### src/rtl/silife_max7219_pkg.sv
// silife_max7219_pkg
// Shared definitions for the MAX7219 display driver:
//   - MAX7219 register addresses
//   - driver FSM state and SPI transmitter phase encodings
//   - the power-up init word table and a lookup helper
package silife_max7219_pkg;

    localparam logic [3:0] REG_DIGIT0    = 4'h1;
    localparam logic [3:0] REG_DECODE    = 4'h9;
    localparam logic [3:0] REG_INTENSITY = 4'hA;
    localparam logic [3:0] REG_SCANLIM   = 4'hB;
    localparam logic [3:0] REG_SHUTDOWN  = 4'hC;
    localparam logic [3:0] REG_TEST      = 4'hF;

    localparam int N_INIT_WORDS = 5;
    localparam int N_ROWS       = 8;

    // The intensity entry carries a zero data nibble; the driver's
    // INTENSITY parameter is merged in by init_word().
    localparam logic [15:0] INIT_WORDS [N_INIT_WORDS] = '{
        {4'h0, REG_SHUTDOWN,  8'h01},
        {4'h0, REG_DECODE,    8'h00},
        {4'h0, REG_INTENSITY, 8'h00},
        {4'h0, REG_SCANLIM,   8'h07},
        {4'h0, REG_TEST,      8'h00}
    };

    typedef enum logic [2:0] {
        ST_INIT_LOAD,
        ST_INIT_SHIFT,
        ST_INIT_GAP,
        ST_IDLE,
        ST_FRM_LOAD,
        ST_FRM_SHIFT,
        ST_FRM_GAP
    } drv_state_e;

    typedef enum logic [1:0] {
        TX_IDLE,
        TX_SHIFT,
        TX_GAP
    } tx_phase_e;

    function automatic logic [15:0] init_word(input logic [2:0] idx,
                                              input logic [3:0] intensity);
        logic [15:0] w;
        w = 16'h0000;
        if (idx < 3'(N_INIT_WORDS)) begin
            w = INIT_WORDS[idx];
        end
        if (idx == 3'd2) begin
            w[3:0] = intensity;
        end
        return w;
    endfunction

endpackage

### src/rtl/silife_max7219_driver_spi_tx16.sv
// silife_spi_tx16
// Serialises one 16-bit word onto a 3-wire MAX7219 link, MSB first.
// The cycle in which 'load' is high is the LOAD cycle on the wire
// (cs_n low, mosi = bit15); the word is captured at the end of it.
// It is followed by 16 bit periods (sck low CLK_DIV, high CLK_DIV) and
// a 2*CLK_DIV gap with cs_n high.
// Ports:
//   clk, reset      clock, asynchronous active-high reset
//   load, word      one-cycle start strobe and the word to send
//   in_gap          transmitter is in the cs-high gap
//   done            last cycle of the gap
//   spi_cs_n/sck/mosi  serial link
module silife_spi_tx16
    import silife_max7219_pkg::*;
#(
    parameter int CLK_DIV = 4
) (
    input  logic        clk,
    input  logic        reset,
    input  logic        load,
    input  logic [15:0] word,
    output logic        in_gap,
    output logic        done,
    output logic        spi_cs_n,
    output logic        spi_sck,
    output logic        spi_mosi
);

    localparam logic [7:0] DIV_LAST = 8'(CLK_DIV - 1);

    tx_phase_e   phase_q, phase_d;
    logic [15:0] shreg_q, shreg_d;
    logic [3:0]  bit_q,   bit_d;
    logic [7:0]  div_q,   div_d;
    logic        high_q,  high_d;
    logic        load_act;

    always_ff @(posedge clk or posedge reset) begin
        if (reset) begin
            phase_q <= TX_IDLE;
            shreg_q <= '0;
            bit_q   <= '0;
            div_q   <= '0;
            high_q  <= 1'b0;
        end else begin
            phase_q <= phase_d;
            shreg_q <= shreg_d;
            bit_q   <= bit_d;
            div_q   <= div_d;
            high_q  <= high_d;
        end
    end

    // high_q selects the second half of a bit period (sck high) or the
    // second half of the gap, so the 8-bit divider never needs 2*CLK_DIV.
    always_comb begin
        phase_d = phase_q;
        shreg_d = shreg_q;
        bit_d   = bit_q;
        div_d   = div_q;
        high_d  = high_q;
        if (load) begin
            phase_d = TX_SHIFT;
            shreg_d = word;
            bit_d   = 4'd15;
            div_d   = DIV_LAST;
            high_d  = 1'b0;
        end else if (phase_q != TX_IDLE) begin
            if (div_q != 8'd0) begin
                div_d = div_q - 8'd1;
            end else if (!high_q) begin
                high_d = 1'b1;
                div_d  = DIV_LAST;
            end else if (phase_q == TX_GAP) begin
                phase_d = TX_IDLE;
                high_d  = 1'b0;
            end else if (bit_q == 4'd0) begin
                phase_d = TX_GAP;
                high_d  = 1'b0;
                div_d   = DIV_LAST;
            end else begin
                bit_d   = bit_q - 4'd1;
                shreg_d = shreg_q << 1;
                high_d  = 1'b0;
                div_d   = DIV_LAST;
            end
        end
    end

    // Reset masks the LOAD strobe so the pins reach their idle values
    // immediately while reset is held.
    assign load_act = load & ~reset;

    assign in_gap   = (phase_q == TX_GAP);
    assign done     = in_gap && high_q && (div_q == 8'd0);
    assign spi_cs_n = ~(load_act | (phase_q == TX_SHIFT));
    assign spi_sck  = (phase_q == TX_SHIFT) && high_q;
    assign spi_mosi = load_act ? word[15] : ((phase_q == TX_SHIFT) && shreg_q[15]);

endmodule

### src/rtl/silife_max7219_driver.sv
// silife_max7219_driver
// Display stage for the 8x8 life grid. After reset it sends the five
// MAX7219 init words, then one 8-word frame (row r -> digit register
// r+1) per refresh request, reading rows through the grid's secondary
// read port.
// Optional feature macro: MAX7219_AUTO_REFRESH_EN -- when defined, IDLE
// lasts one cycle and frames repeat back-to-back; start is ignored.
// Ports:
//   clk, reset      clock, asynchronous active-high reset
//   start           refresh request, honoured only in IDLE
//   row_select      row index to the grid read port (0 outside frames)
//   cells           row data for row_select (combinational)
//   busy            high whenever not IDLE
//   frame_done      one-cycle pulse in the IDLE cycle after a frame
//   spi_cs_n/sck/mosi  MAX7219 link
module silife_max7219_driver
    import silife_max7219_pkg::*;
#(
    parameter int         CLK_DIV   = 4,
    parameter logic [3:0] INTENSITY = 4'h8
) (
    input  logic       clk,
    input  logic       reset,
    input  logic       start,
    output logic [2:0] row_select,
    input  logic [7:0] cells,
    output logic       busy,
    output logic       frame_done,
    output logic       spi_cs_n,
    output logic       spi_sck,
    output logic       spi_mosi
);

    drv_state_e  state_q, state_d;
    logic [2:0]  idx_q, idx_d;
    logic        frame_done_q, frame_done_d;
    logic        load, tx_gap, tx_done, in_frame, go;
    logic [15:0] word;

`ifdef MAX7219_AUTO_REFRESH_EN
    logic unused_start;
    assign unused_start = start;
    assign go = 1'b1;
`else
    assign go = start;
`endif

    always_ff @(posedge clk or posedge reset) begin
        if (reset) begin
            state_q      <= ST_INIT_LOAD;
            idx_q        <= '0;
            frame_done_q <= 1'b0;
        end else begin
            state_q      <= state_d;
            idx_q        <= idx_d;
            frame_done_q <= frame_done_d;
        end
    end

    // The transmitter times each word; this FSM only follows it and picks
    // the next word. SHIFT->GAP may trail the wire by a cycle, which is
    // harmless because the gap is at least two cycles long.
    always_comb begin
        state_d      = state_q;
        idx_d        = idx_q;
        frame_done_d = 1'b0;
        case (state_q)
            ST_INIT_LOAD:  state_d = ST_INIT_SHIFT;
            ST_INIT_SHIFT: if (tx_gap) state_d = ST_INIT_GAP;
            ST_INIT_GAP: begin
                if (tx_done) begin
                    if (idx_q == 3'(N_INIT_WORDS - 1)) begin
                        state_d = ST_IDLE;
                        idx_d   = 3'd0;
                    end else begin
                        state_d = ST_INIT_LOAD;
                        idx_d   = idx_q + 3'd1;
                    end
                end
            end
            ST_IDLE: begin
                if (go) begin
                    state_d = ST_FRM_LOAD;
                    idx_d   = 3'd0;
                end
            end
            ST_FRM_LOAD:  state_d = ST_FRM_SHIFT;
            ST_FRM_SHIFT: if (tx_gap) state_d = ST_FRM_GAP;
            ST_FRM_GAP: begin
                if (tx_done) begin
                    if (idx_q == 3'(N_ROWS - 1)) begin
                        state_d      = ST_IDLE;
                        idx_d        = 3'd0;
                        frame_done_d = 1'b1;
                    end else begin
                        state_d = ST_FRM_LOAD;
                        idx_d   = idx_q + 3'd1;
                    end
                end
            end
            default: state_d = ST_INIT_LOAD;
        endcase
    end

    assign load     = (state_q == ST_INIT_LOAD) || (state_q == ST_FRM_LOAD);
    assign in_frame = (state_q == ST_FRM_LOAD) || (state_q == ST_FRM_SHIFT) ||
                      (state_q == ST_FRM_GAP);

    // Row data only matters in FRM_LOAD, where the transmitter captures it.
    assign word = (state_q == ST_FRM_LOAD) ? {4'h0, {1'b0, idx_q} + 4'd1, cells}
                                           : init_word(idx_q, INTENSITY);

    assign row_select = in_frame ? idx_q : 3'd0;
    assign busy       = (state_q != ST_IDLE);
    assign frame_done = frame_done_q;

    silife_spi_tx16 #(
        .CLK_DIV (CLK_DIV)
    ) u_tx (
        .clk      (clk),
        .reset    (reset),
        .load     (load),
        .word     (word),
        .in_gap   (tx_gap),
        .done     (tx_done),
        .spi_cs_n (spi_cs_n),
        .spi_sck  (spi_sck),
        .spi_mosi (spi_mosi)
    );

endmodule

### config.mk
export PLATFORM = sky130hd
export DESIGN_NAME = silife_max7219_driver
export DESIGN_NICKNAME = d
export VERILOG_FILES = /design/src/rtl/silife_max7219_pkg.sv /design/src/rtl/silife_max7219_driver_spi_tx16.sv /design/src/rtl/silife_max7219_driver.sv
export SDC_FILE = /design/constraint.sdc
export NUM_CORES = 1
export LEC_CHECK = 0
export CORE_MARGIN = 2
export CORE_UTILIZATION = 51
export DETAILED_ROUTE_END_ITERATION = 8
export GPL_ROUTABILITY_DRIVEN = 0
export GPL_TIMING_DRIVEN = 0
export PLACE_DENSITY = 0.72
export SLEW_MARGIN = 20
export SYNTH_ARGS = -nofsm -noshare
export SYNTH_HDL_FRONTEND = slang
export SYNTH_SLANG_ARGS = --single-unit
### constraint.sdc
create_clock -name clk -period 3 [get_ports clk]
set_clock_uncertainty 0.1 [all_clocks]
set_input_delay 0.9 -clock clk [delete_from_list [all_inputs] [get_ports clk]]
set_output_delay 0.9 -clock clk [all_outputs]
set_load 0.005 [all_outputs]
=== Word level (Yosys, flattened, before mapping) ===
Memory sizes are Yosys's and may differ from the RTL's.
Cells that the tools add are included.

* $mul: 0
* Muxes and demuxes: 51
* Shift-type cells: 0
* Bitwise logic cells: 5
* Order comparisons: 2
* Divide/modulo/power cells: 0
* Reductions and logical operators: 22
* $add $sub $neg: 4
* Equal/unequal tests: 21

{| class="wikitable"
|+ Operators by type and width
! operator !! number
|-
| two-way mux 16 bit || 10
|-
| two-way mux 8 bit || 5
|-
| two-way mux 3 bit || 12
|-
| two-way mux 4 bit || 7
|-
| case mux 3 bit (7 select lines) || 1
|-
| equality test 3 bit, second input constant || 5
|-
| two-way mux 2 bit || 7
|-
| != test 2 x 1 -> 1 bit, second input constant || 5
|-
| AND reduction 5 bit || 2
|-
| equality test 3 x 2 -> 1 bit, second input constant || 3
|-
| case mux 3 bit (3 select lines) || 1
|-
| zero test 8 bit || 1
|-
| two-way mux 1 bit || 8
|-
| AND reduction 4 bit || 2
|-
| nonzero test 8 bit || 1
|-
| subtractor 8 x 1 -> 8 bit, second input constant || 1
|-
| != test 2 bit, second input constant || 3
|-
| nonzero test 2 bit || 3
|-
| nonzero test 3 bit || 2
|-
| adder 3 x 1 -> 4 bit, second input constant || 1
|-
| greater-or-equal comparator 4 bit, second input constant || 1
|-
| logical AND 1 bit || 4
|-
| zero test 4 bit || 1
|-
| != test 4 x 3 -> 1 bit, second input constant || 1
|-
| other kinds (14) || 18
|}

* Word-level logic and storage cells: 114
* ROM bits: 128
* Output and inout port bits: 8
* Bits of input ports: 11
* Memory bits (writable): 0
* Bits in latches: 0
* Memories: 1
* Bits in registers: 38

{| class="wikitable"
|+ Memories
! memory !! depth !! width !! rd ports !! clocked after Yosys merged registers in !! write ports !! RTL line !! RTL
|-
| (no name shown) || 8 || 16 || 1 || 0 || 0 || silife_max7219_pkg.sv:49 || <nowiki>w = INIT_WORDS[idx];</nowiki>
|}

=== Logic depth before layout (Yosys ltp) ===
* Depth in word-level cells: 8
* Mapped depth: 8
* Mapped depth without buffers: 6

=== Cells and area by module ===
From an unflattened synthesis, not the netlist that was laid out.

* Cells, all modules: 269
* Area total of the unflattened synthesis: 2,454.9 um^2

{| class="wikitable"
|+ Modules (own cells, without submodules)
! module !! times used !! cells each !! area each (um^2) !! seq. area each (um^2)
|-
| silife_spi_tx16 || 1 || 180 || 1,676.6 || 775.7
|-
| silife_max7219_driver || 1 || 89 || 778.2 || 175.2
|}

=== Worst setup path before layout ===
OpenSTA, ideal clock, no wires.

* Kind: flip-flop to flip-flop
* From: register u_tx.div_q[0]
* To: register u_tx.bit_q[3]
* Data required time: 2.768 ns
* Path buffers: 1
* Stages on the path, launching flop included: 8
* Arrival time: 2.217 ns
* Path slack: 0.551 ns
* Setup time: 0.132 ns
* Period minus slack after synthesis: 2.449 ns
* Cell sequence: dfrtp_1 inv_1 ha_1 or4b_4 or4_1 buf_6 o21ai_1 or3b_1

* Cells in the longest elaborated chain, start to end: 3

{| class="wikitable"
|+ Ends and longest elaborated chain
! what !! RTL line !! RTL
|-
| from (decl) || silife_max7219_driver_spi_tx16.sv:34 || <nowiki>logic [7:0] div_q, div_d;</nowiki>
|-
| from (signal assigned) || silife_max7219_driver_spi_tx16.sv:49 || <nowiki>div_q <= div_d;</nowiki>
|-
| nonzero test 8 bit || silife_max7219_driver_spi_tx16.sv:69 || <nowiki>if (div_q != 8'd0) begin</nowiki>
|-
| != test 2 x 1 -> 1 bit (no source line) || -- ||
|-
| AND reduction 5 bit (no source line) || -- ||
|-
| to (signal assigned) || silife_max7219_driver_spi_tx16.sv:48 || <nowiki>bit_q <= bit_d;</nowiki>
|-
| to (decl) || silife_max7219_driver_spi_tx16.sv:33 || <nowiki>logic [3:0] bit_q, bit_d;</nowiki>
|}

No other way between the ends.
A chain may end at the register's enable or synchronous reset.

=== Worst setup path after layout ===
* From: register u_tx.phase_q[0]
* To: output spi_sck

* Cells in the longest elaborated chain, start to end: 2

{| class="wikitable"
|+ Ends and longest elaborated chain
! what !! RTL line !! RTL
|-
| from (decl) || silife_max7219_driver_spi_tx16.sv:31 || <nowiki>tx_phase_e phase_q, phase_d;</nowiki>
|-
| from (signal assigned) || silife_max7219_driver_spi_tx16.sv:46 || <nowiki>phase_q <= phase_d;</nowiki>
|-
| equality test 2 x 1 -> 1 bit || silife_max7219_driver_spi_tx16.sv:97 || <nowiki>assign spi_sck = (phase_q == TX_SHIFT) && high_q;</nowiki>
|-
| logical AND 1 bit || silife_max7219_driver_spi_tx16.sv:97 ||
|-
| to (decl) || silife_max7219_driver.sv:30 || <nowiki>output logic spi_sck,</nowiki>
|}

No other way between the ends.

==> flow_summary_export.csv <==
group,metric,value,unit
yosys,synth_fp_nets,262,
global_routing,grt_pass1_vias,1818,
pwr,powerDensity,415,nW/um2
final_layout,syn_to_final_growth,18.3,%
worst_hold_path,hp-start,"u_tx.shreg_q[0]$_DFFE_PP0P_",
pwr,combinationalPowerShare,4.1,%
yosys,async_flop_share,100,%
yosys,syn_inst,242,
timing,finalHoldViolations,0,
worst_setup_path,worst_path_max_delay_cell,"clkdlybuf4s50_1",
routing,postRouteAntennaNets,0,
floorplanning,die_x,70.5,um
clock_network,clk_latency,0.29,ns
worst_setup_path,r2r_start,"u_tx.div_q[0]$_DFFE_PP0P_",
final_layout,layout.nets,286,
clock_network,numClockSinks,38,
global_routing,met3_usage,4.33,%
placement,placed_area,2530,um2
worst_hold_path,hold_path_class,"flop to flop",
global_routing,grt_use_met2,34.0,%
yosys,ys_top_cells_by_count,"38 x dfrtp_1, 23 x nor2_1, 20 x mux2i_1",
routing,drt_first_iter_violations,105,
worst_setup_path,crit_path_start,"u_tx.phase_q[0]$_DFFE_PP0P_",
final_layout,fillCellCount,371,
yosys,synth.most_common_cell,"dfrtp_1",
global_routing,antenna_found_initial,0,
clock_network,clockRootBuffer,"clkbuf_8",
yosys,synth_top_cell_by_area,"dfrtp_1",
timing,post-route-period-util,94.9,%
worst_setup_path,r2r_cells,6,
yosys,synthFlopType,"dfrtp_1",
floorplanning,initial_utilization,52.6,%
final_layout,final_util,62.2,%
placement,port_buffers,18,
routing,wl_per_cell,15.5,um
routing,drc,0,
worst_setup_path,r2r_setup_slack,0.37,ns
floorplanning,ios,19,
global_routing,top_usage_layer,"met2",
final_layout,stdcell_area,2670,um2
worst_setup_path,crit_required,2.00,ns
clock_network,clockBufferDepth,2,
timing,rsz0062_at_grt,"false",
final_layout,n_antenna_cell,0,
yosys,ys_seq_elements,38,
worst_setup_path,timing.rr.end,"u_tx.shreg_q[15]$_DFFE_PP0P_",
yosys,synth.area.top_cells,"dfrtp_1 42%, mux2i_1 8.9%, ha_1 5.0%",
global_routing,grt_start_max_net_pins,22,
floorplanning,die_y,70.5,um
yosys,yosys-mux-area-fraction,9.87,%
yosys,synth_simple_gate_area_share,19.0,%
pwr,switching_share,19.2,%
yosys,synth_compound_gate_area_share,18.5,%
flow_run,maxCapViolCount,0,
global_routing,grt_pass1_wl,8.44,mm
routing,detail_route.vias_per_cell,6.00,
worst_setup_path,max_stage_delay,0.49,ns
final_layout,layoutNonFillerInstCount,319,
placement,dpl.hpwl,3.62,mm
yosys,synth_top_area_share,42.1,%
yosys,synth_cell_types,50,
floorplanning,dieArea,4970,um2
timing,slew_headroom,34.6,%
yosys,synth.cell_area,2260,um2
worst_setup_path,setup.worst_path.start_class,"flop",
pwr,p_leak,0.00129,uW
timing,layout_min_cycle_time,2.85,ns
routing,dr_total_vias,1915,
pwr,seqPwrFrac,47.2,%
floorplanning,core,4290,um2
yosys,synth-edff-count,0,
clock_network,hold_buffers,0,
placement,dpl.cell_count,313,
worst_setup_path,critical_path_arrival,1.85,ns
timing,clock.fmax,0.351,GHz
yosys,synthAdderAreaFrac,4.99,%
clock_network,cts_made_buffers,5,
yosys,ys_warn_count,0,
pwr,power_frac_clock,48.7,%
timing,setup-violations-final,0,
timing,setup_ws,0.152,ns
clock_network,cts_tree,"yes",
global_routing,use_met1,28.7,%
global_routing,gr-usage-all-layers,21.1,%
worst_setup_path,worstPathMaxFanout,10,
worst_hold_path,holdPathStages,2,
yosys,seq_area_frac_synth,42.1,%
routing,drt-pass1-iter-count,5,
timing,hold_ws,0.418,ns
worst_setup_path,cp-end-kind,"primary output",
worst_hold_path,hold_end,"u_tx.shreg_q[0]$_DFFE_PP0P_",
global_routing,overflow,0,
yosys,synth-xor-area-share,0.388,%
outcome,outcome,"complete, no violations",
placement,dp_slack,-0.0806,ns
floorplanning,num_rows,24,
yosys,synth_top_family_by_area,"simple AND/OR/NAND/NOR gates",
pwr,p_sw,213,uW
clock_network,htree_levels,2,
pwr,p_int,896,uW
worst_setup_path,worstPathCellList,"clkbuf_1, and3_1, clkdlybuf4s50_1",
clock_network,clkTransAtPathRegs,0.08,ns
pwr,ir_worst_vdd,0.000216,V
timing,worst_pin_slew,0.972,ns
final_layout,drive_gt1_share,7.49,%
yosys,avgSynthCellArea,9.33,um2
timing,finalMaxSlewViolations,0,
routing,routed_wl,4.95,mm
worst_setup_path,path_class,"flop to primary output",
## what timing repair did
action,CTS,global route
setup endpoints to repair,5,4
resized for setup,3,1
buffers inserted,0,0
## how the worst max path moves through the flow
stage                                            to  slack (ns)  depth (start not counted)
after global placement                     spi_cs_n       -0.04                          4
after floorplan           u_tx.bit_q[3]$_DFFE_PP0P_        0.55                          7
after global routing                  row_select[2]        0.07                          3
final                                       spi_sck        0.15                          3
after detailed placement                   spi_mosi       -0.08                          4
after CTS                             row_select[2]        0.05                          4
## layout by cell type (no fill, tap or decap), types with 3 or more instances in the layout
cell type / n
ha_1: 9
o211ai_1: 4
inv_1: 13
clkdlybuf4s50_1: 16
or3_1: 3
o21ai_0: 19
dfrtp_1: 38
nor2_1: 23
nor4_1: 3
nor3_1: 8
a221oi_1: 3
clkbuf_1: 8
and3_1: 5
nand3_1: 8
a21oi_1: 8
mux2i_1: 20
o31ai_1: 3
nand2_1: 15
o311ai_0: 3
nor3b_1: 4
a211oi_1: 6
clkbuf_8: 6
## flip-flops by register name, summed over array words and instances (netlist names)
register and count:
u_tx.shreg_q 16, u_tx.div_q 8, u_tx.bit_q 4, idx_q 3
state_q 3, u_tx.phase_q 2, frame_done 1, u_tx.high_q 1
## per-layer routing
metal	wire length, um	share of wire [%]
met2	2410	49
met3	149	3.0
met1	2310	47
met5	0	0
met4	78	1.6
## power groups by stage
| stage | logic [uW] | registers [uW] | clock network, uW |
|---|---|---|---|
| 5_1_grt | 50.4 | 525 | 570 |
| 3_3_place_gp | 42.5 | 533 | 0 |
| 4_1_cts | 47.9 | 523 | 547 |
| 3_5_place_dp | 47.5 | 533 | 0 |
| 6_report | 45.0 | 524 | 540 |
| 2_1_floorplan | 21.6 | 532 | 0 |
## critical path: cells and delay by family (launching register included)
kind	cells	cell delay [ns]
buf+inv	2	0.87
simple gates	1	0.22
flops	1	0.47
## area by class of cell
| type | instances | area (um2) | share of cell area (%) |
|---|---|---|---|
| multi-input combinational | 176 | 1200 | 44.8 |
| sequential | 38 | 951 | 35.6 |
| timing repair buffer | 19 | 205 | 7.69 |
| clock buffer | 6 | 82.6 | 3.09 |
| tap | 52 | 65.1 | 2.44 |
| clock inverter | 2 | 60.1 | 2.25 |
| buffer | 12 | 57.6 | 2.16 |
| inverter | 14 | 52.6 | 1.97 |
## metrics by stage
stage,total power [uW],TNS [ns]
2_1_floorplan,553,0
6_report,1110,0
3_5_place_dp,580,-0.151
4_1_cts,1120,0
3_3_place_gp,575,-0.0821
5_1_grt,1150,0
## cells by family after synthesis
logic type,count (synthesis)
simple gates,82
compound gates,62
flops,38
buf+inv,28
mux,22
fa+ha+maj,9
xor+xnor,1
Power figures use the tool's default switching activity.
